==> src/rtl/ram_stream_reader.sv <==
// Streams a contiguous block of RAM words to a ready/valid output through a small skid FIFO.
// Optional macro RAM_STREAM_READER_WRAP_EN lets a block run past the top address and wrap to 0.
module ram_stream_reader #(
  parameter int DATA_WIDTH = 8,
  parameter int ADDR_WIDTH = 8,
  parameter int RD_LATENCY = 1,
  parameter int BUF_DEPTH  = 4
) (
  input  logic                  clk_i,
  input  logic                  rst_i,
  input  logic                  cmd_valid_i,
  output logic                  cmd_ready_o,
  input  logic [ADDR_WIDTH-1:0] cmd_addr_i,
  input  logic [ADDR_WIDTH-1:0] cmd_len_i,
  output logic [ADDR_WIDTH-1:0] ram_addr_o,
  input  logic [DATA_WIDTH-1:0] ram_data_i,
  output logic [DATA_WIDTH-1:0] m_data_o,
  output logic                  m_valid_o,
  output logic                  m_last_o,
  input  logic                  m_ready_i,
  output logic                  busy_o,
  output logic                  err_o
);

  localparam int PW = $clog2(BUF_DEPTH);
  localparam int CW = PW + 2;

  localparam logic [1:0] S_IDLE  = 2'd0;
  localparam logic [1:0] S_READ  = 2'd1;
  localparam logic [1:0] S_DRAIN = 2'd2;

  logic [1:0]            state_reg;
  logic [ADDR_WIDTH-1:0] addr_reg;
  logic [ADDR_WIDTH-1:0] remain_reg;
  logic [RD_LATENCY-1:0] pipe_vld_reg;
  logic [RD_LATENCY-1:0] pipe_last_reg;
  logic [DATA_WIDTH:0]   buf_mem [BUF_DEPTH];
  logic [PW-1:0]         wr_ptr_reg;
  logic [PW-1:0]         rd_ptr_reg;
  logic [CW-1:0]         count_reg;
  logic                  err_reg;

  logic [CW-1:0]         inflight;
  logic                  issue;
  logic                  push;
  logic                  pop;
  logic                  bad_cmd;
  logic [DATA_WIDTH:0]   head;

  always_comb begin
    inflight = '0;
    for (int i = 0; i < RD_LATENCY; i++) begin
      inflight = inflight + CW'(pipe_vld_reg[i]);
    end
  end

  // Reads still in the RAM pipeline reserve their FIFO slot, so the buffer can never overflow.
  assign issue = (state_reg == S_READ) && ((inflight + count_reg) < CW'(BUF_DEPTH));
  assign push  = pipe_vld_reg[RD_LATENCY-1];
  assign pop   = m_valid_o && m_ready_i;

`ifdef RAM_STREAM_READER_WRAP_EN
  assign bad_cmd = 1'b0;
  assign err_o   = 1'b0;
`else
  logic [ADDR_WIDTH:0] end_sum;
  assign end_sum = {1'b0, cmd_addr_i} + {1'b0, cmd_len_i};
  assign bad_cmd = end_sum[ADDR_WIDTH];
  assign err_o   = err_reg;
`endif

  assign head        = buf_mem[rd_ptr_reg];
  assign m_valid_o   = (count_reg != '0);
  assign m_data_o    = m_valid_o ? head[DATA_WIDTH-1:0] : '0;
  assign m_last_o    = m_valid_o && head[DATA_WIDTH];
  assign cmd_ready_o = (state_reg == S_IDLE);
  assign busy_o      = (state_reg != S_IDLE);
  assign ram_addr_o  = addr_reg;

  always_ff @(posedge clk_i) begin
    if (push) begin
      buf_mem[wr_ptr_reg] <= {pipe_last_reg[RD_LATENCY-1], ram_data_i};
    end
  end

  always_ff @(posedge clk_i) begin
    if (rst_i) begin
      state_reg     <= S_IDLE;
      addr_reg      <= '0;
      remain_reg    <= '0;
      pipe_vld_reg  <= '0;
      pipe_last_reg <= '0;
      wr_ptr_reg    <= '0;
      rd_ptr_reg    <= '0;
      count_reg     <= '0;
      err_reg       <= 1'b0;
    end else begin
      pipe_vld_reg[0]  <= issue;
      pipe_last_reg[0] <= issue && (remain_reg == '0);
      for (int i = 1; i < RD_LATENCY; i++) begin
        pipe_vld_reg[i]  <= pipe_vld_reg[i-1];
        pipe_last_reg[i] <= pipe_last_reg[i-1];
      end

      if (push) wr_ptr_reg <= wr_ptr_reg + 1'b1;
      if (pop)  rd_ptr_reg <= rd_ptr_reg + 1'b1;
      if (push && !pop)      count_reg <= count_reg + 1'b1;
      else if (!push && pop) count_reg <= count_reg - 1'b1;

      err_reg <= 1'b0;

      case (state_reg)
        S_IDLE: begin
          if (cmd_valid_i) begin
            if (bad_cmd) begin
              err_reg <= 1'b1;
            end else begin
              addr_reg   <= cmd_addr_i;
              remain_reg <= cmd_len_i;
              state_reg  <= S_READ;
            end
          end
        end
        S_READ: begin
          if (issue) begin
            addr_reg   <= addr_reg + 1'b1;
            remain_reg <= remain_reg - 1'b1;
            if (remain_reg == '0) state_reg <= S_DRAIN;
          end
        end
        S_DRAIN: begin
          if (pop && m_last_o) state_reg <= S_IDLE;
        end
        default: state_reg <= S_IDLE;
      endcase
    end
  end

endmodule

==> config.mk <==
export PLATFORM = sky130hd
export DESIGN_NAME = ram_stream_reader
export DESIGN_NICKNAME = d
export VERILOG_FILES = /design/src/rtl/ram_stream_reader.sv
export SDC_FILE = /design/constraint.sdc
export NUM_CORES = 1
export LEC_CHECK = 0
export CAP_MARGIN = 40
export CORE_UTILIZATION = 45
export DETAILED_ROUTE_END_ITERATION = 8
export PLACE_DENSITY_LB_ADDON = 0.12
export REMOVE_ABC_BUFFERS = 1
export SYNTH_ARGS = -nofsm -noshare
export SYNTH_HDL_FRONTEND = slang
export SYNTH_SLANG_ARGS = --single-unit
export TNS_END_PERCENT = 30
==> constraint.sdc <==
create_clock -name clk_i -period 3.5 [get_ports clk_i]
set_input_delay 0.525 -clock clk_i [delete_from_list [all_inputs] [get_ports clk_i]]
set_output_delay 0.525 -clock clk_i [all_outputs]
set_load 0.01 [all_outputs]
# --- Word level (Yosys, flattened, before mapping) ---
# Memories as Yosys holds them, arrays and structs flattened. A register that Yosys moved wholly into a read port is not among the register bits.
# Index checks and enable logic that the tools add are counted.
totals:
  wordCells: 68
  mem_bits_ro: 0
  memories: 1
  latchBits: 0
  in_bits: 28
  ram_bits: 36
  out_inout_bits: 21
  ff_bits: 29
mem_list:
  columns: ["name", "depth", "width", "read_ports", "rd_ports_with_merged_regs", "wr", "line_no", "source"]
  rows:
  - ["buf_mem", 4, 9, 1, 1, 1, "37", "logic [DATA_WIDTH:0] buf_mem [BUF_DEPTH];"]
op_classes:
  muxes: 22
  eq_ne: 7
  n_addsub: 8
  mul: 0
  magnitude_cmp: 1
  n_div: 0
  reduce_logical: 18
  bitwise_logic: 2
  shift: 0
ops:
  columns: ["cell", "n"]
  rows:
  - ["8-bit 2-to-1 mux", 7]
  - ["8-bit case mux with 2 select lines", 2]
  - ["2-bit 2-to-1 mux", 7]
  - ["8-bit by 8-bit adder with 9-bit output", 1]
  - ["8-bit by 1-bit adder with 8-bit output, second input constant", 1]
  - ["8-bit logical NOT", 1]
  - ["4-bit 2-to-1 mux", 2]
  - ["2-bit != test, second input constant", 4]
  - ["8-bit by 1-bit subtractor with 8-bit output, second input constant", 1]
  - ["1-bit logical AND", 7]
  - ["2-bit case mux with 3 select lines", 1]
  - ["2-bit nonzero test", 3]
  - ["5-bit AND reduction", 1]
  - ["1-bit by 4-bit adder with 4-bit output", 1]
  - ["2-bit by 1-bit adder with 2-bit output, second input constant", 2]
  - ["4-bit by 1-bit adder with 4-bit output, second input constant", 1]
  - ["4-bit by 3-bit < comparator with 1-bit output, second input constant", 1]
  - ["4-bit AND reduction", 1]
  - ["4-bit nonzero test", 1]
  - ["4-bit by 1-bit subtractor with 4-bit output, second input constant", 1]
  - ["1-bit 2-to-1 mux", 3]
  - ["3-bit OR reduction", 1]
  - ["2-bit by 1-bit == test with 1-bit output, second input constant", 1]
  - ["2-bit == test, second input constant", 1]
  - ["4 further kinds", 6]

# --- Longest topological paths before layout ---
logic_depth:
  depth_word: 5
  mapped_depth: 10
  depth_no_buf: 10

# --- Worst setup path before layout ---
# OpenSTA, ideal clock, no wires.
synth_timing:
  path_kind: "register -> register"
  from: "register count_reg[0]"
  to: "register count_reg[3]"
  setup_ps: 71
  n_path_buf: 0
  required_ps: 3429
  period_less_slack_ps: 2440
  setup_slack_ps: 1060
  arrival_ps: 2369
  stages_incl_launch_ff: 11
  path_cell_list: "dfxtp_1 or4_1 nand2_1 ha_1 inv_1 ha_1 a21o_1 a21oi_1 xnor2_1 or3_1 a21oi_1"
synth_via:
  elab_chain_cells: 5
  elab_cells_between_ends: 10
  classes_between: "add/sub (2); mux (2); reduce/logical (6)"
synth_rtl:
  columns: ["item", "line_no", "source"]
  rows:
  - ["from (decl)", "40", "logic [CW-1:0] count_reg;"]
  - ["from (signal assigned)", "107", "if (push && !pop) count_reg <= count_reg + 1'b1;"]
  - ["from (signal assigned)", "108", "else if (!push && pop) count_reg <= count_reg - 1'b1;"]
  - ["parallel branches: the longest is 5 deep, another holds 4-bit by 1-bit subtractor with 4-bit output", null, null]
# Parallel ways; which one is timed is not known. The select of a mux whose other input is x is not followed.
# A chain may end at the register's enable or synchronous reset.

==> flow_summary.ini <==
[outcome]
outcome = complete, no violations

[power_and_ir_drop]
total_power_mw = 2.76
ir_drop_mv = 0.440
p_leak_nw = 1.41
power_density_nw_per_um2 = 686

[finish]
drive_above_1_share_pct = 9.88
fin_nets = 385
n_fill_cell = 592
final_area_um2 = 4030
instances_no_fill = 440
insertedDiodeCount = 0
largest_register_ffs = 36
regArea_um2 = 1700
fin_util_pct = 58.0
syn_to_final_growth_pct = 22.6
multi_input_area_um2 = 1480

[synth]
async_reset_ff_share_pct = 0
ys_ff_latch = 67
seq_area_frac_synth_pct = 51.8
synth_cells = 290
synth_flop_cell = edfxtp_1
syn_area_per_cell_um2 = 11.3
synth_cell_type_count = 42
synth_edf_count = 36
synth_area_um2 = 3290
yosys_warnings = 0

[drt]
viasPerCell = 5.33
route.detailed.drc = 0
routed_wl_um = 6640
wire_per_inst_um = 15.1
antenna_left = 0
drt_iter0_drc = 135
drt-pass1-iter-count = 4
vias = 2343

[clock_tree]
postCtsSetupBuffers = 0
clk_pin_slew_worst_paths_ns = 0.07
root_buffer = clkbuf_8
clock-sinks = 67
numCtsBuffers = 9
cts_resized = 0
h-tree-depth = 3
clock_latency_ns = 0.34
cts_tree = built
cts.path.max_buffers = 2
holdBufCountCts = 0

[critical_path]
path_cells = mux4_2, and2_1, clkdlybuf4s50_1
cp.arrival_ns = 2.30
path_class = register to output port
reg2reg_from = count_reg[0]
cpMaxStageDelayCell = dfxtp_1
crit_end = m_last_o
start_kind = register
slowest_delay_ns = 0.71
critPathRequiredTime_ns = 2.97
reg2reg_to = count_reg[3]
crit_fanout = 9
ff2ff_setup_slack_ns = 0.76
worstRegToRegCells = 11
worst_setup_path_end_kind = output port

[sta]
setup_viol = 0
min_period_ns = 2.83
maxSlewViolCount = 0
fin_crit_sh_pct = 80.7
final_hold_viol_count = 0
relSlewSlack_pct = 58.9
worst_pin_slew_ns = 0.616
rsz0062_at_grt = no
tns_ns = 0
hold_ws_ns = 0.482
clock.fmax_ghz = 0.354
fin_ws_ns = 0.674
finalClockSkew_ns = 0.0121

[floorplan]
die_y_um = 87.5
die-area_um2 = 7650
coreArea_um2 = 6940
rows = 30
io_pins = 49
start_util_pct = 47.4
die_x_um = 87.5

[global_route]
grt_pass1_wl_um = 10900
antenna_found_initial = 0
grt_pass1_vias = 2249
grt_overflow = 0
grt_usage_pct = 19.2
grt_max_degree = 26

[placed_design]
gp_congestion = 0.775
place_area_um2 = 3870
placedCellCount = 424
pre_cts_slack_ns = 0.700
hpwlAfterDp_um = 4680
portBuffers = 48

[min_path]
hp-class = register to register

[flow_run]
cap_violations = 0
## worst min-delay path by stage
| stage | slack, ns | start | cells after the start | end |
|---|---|---|---|---|
| 2_1_floorplan | 0.44 | pipe_last_reg | 0 | buf_mem[0][8] |
| 3_3_place_gp | 0.47 | pipe_last_reg | 0 | buf_mem[1][8] |
| 3_5_place_dp | 0.46 | pipe_last_reg | 0 | buf_mem[1][8] |
| 4_1_cts | 0.48 | pipe_last_reg | 0 | buf_mem[1][8] |
| 5_1_grt | 0.49 | pipe_last_reg | 0 | buf_mem[1][8] |
| 6_report | 0.48 | pipe_last_reg | 0 | buf_mem[2][8] |
## cell usage after synthesis (4+ instances only)
| cell type | n | area share (%) |
|---|---|---|
| edfxtp_1 | 36 | 33 |
| dfxtp_1 | 31 | 19 |
| nor2_1 | 27 | 3.1 |
| ha_1 | 17 | 6.5 |
| a21oi_1 | 15 | 2.3 |
| and2_1 | 14 | 2.7 |
| o21ai_0 | 13 | 2.0 |
| nand2_1 | 11 | 1.3 |
| nand3_1 | 11 | 1.7 |
| clkbuf_1 | 10 | 1.1 |
| inv_1 | 10 | 1.1 |
| xnor2_1 | 10 | 2.7 |
| mux4_2 | 9 | 6.2 |
| nor3_1 | 9 | 1.4 |
| a211oi_1 | 7 | 1.6 |
| nand2b_1 | 7 | 1.3 |
| buf_2 | 5 | 0.76 |
| xor2_1 | 5 | 1.3 |
| a311oi_1 | 4 | 1.1 |
| and3_1 | 4 | 0.76 |
## layout make-up
type	count	area share [%]
clock buffer	12	3.35
clock inverter	4	0.683
timing repair buffer	54	13.2
tap	96	2.98
multi-input combinational	197	36.6
sequential	67	42.2
inverter	10	0.931
## metal layers
| metal | track usage [%] | part of all wire (%) | vias to the layer above |
|---|---|---|---|
| li1 | - | - | 1169 |
| met4 | 8.49 | 1.8 | 0 |
| met3 | 4.83 | 5.0 | 11 |
| met5 | 0 | 0 | - |
| met2 | 28.7 | 45 | 61 |
| met1 | 26.3 | 48 | 1102 |
## layout by cell type, fill, tap and decap left out, types with 4 or more instances in the layout
| cell type | synthesis | final |
|---|---|---|
| xnor2_1 | 10 | 10 |
| edfxtp_1 | 36 | 36 |
| dfxtp_1 | 31 | 31 |
| ha_1 | 17 | 17 |
| a211oi_1 | 7 | 7 |
| a21oi_1 | 15 | 15 |
| inv_1 | 10 | 10 |
| clkdlybuf4s50_1 | 0 | 48 |
| xor2_1 | 5 | 5 |
| and3_1 | 4 | 4 |
| nor3_1 | 9 | 9 |
| a311oi_1 | 4 | 4 |
| buf_4 | 0 | 5 |
| mux4_2 | 9 | 9 |
| and2_1 | 14 | 14 |
| clkbuf_8 | 0 | 9 |
| o21ai_0 | 13 | 13 |
| nand3_1 | 11 | 11 |
| nor2_1 | 27 | 27 |
| nand2_1 | 11 | 11 |
| nand2b_1 | 7 | 7 |
## cells by family after synthesis
group	after synthesis	share of synthesized area (%)
AOI/OAI and AO/OA	55	11.1
xor gates and xnor gates	15	4.00
buffers and inverters	26	3.39
DFF	67	51.8
and+or+nand+nor	98	15.9
muxes	11	6.77
adders and majority gates	18	7.08
## critical path: cells and delay by family, from the launching register on
kind	cells	cell delay, ns
buffers and inverters	1	0.47
DFF	1	0.71
muxes	1	0.60
and+or+nand+nor	1	0.18
## where the power goes
part | switching, mW | internal (mW) | leakage [nW] | total, mW
sequential | 0.150 | 0.938 | 0.580 | 1.09
combinational | 0.515 | 0.618 | 0.760 | 1.13
clock | 0.288 | 0.256 | 0.0726 | 0.544
No activity file was read; power rests on OpenSTA's default activity.
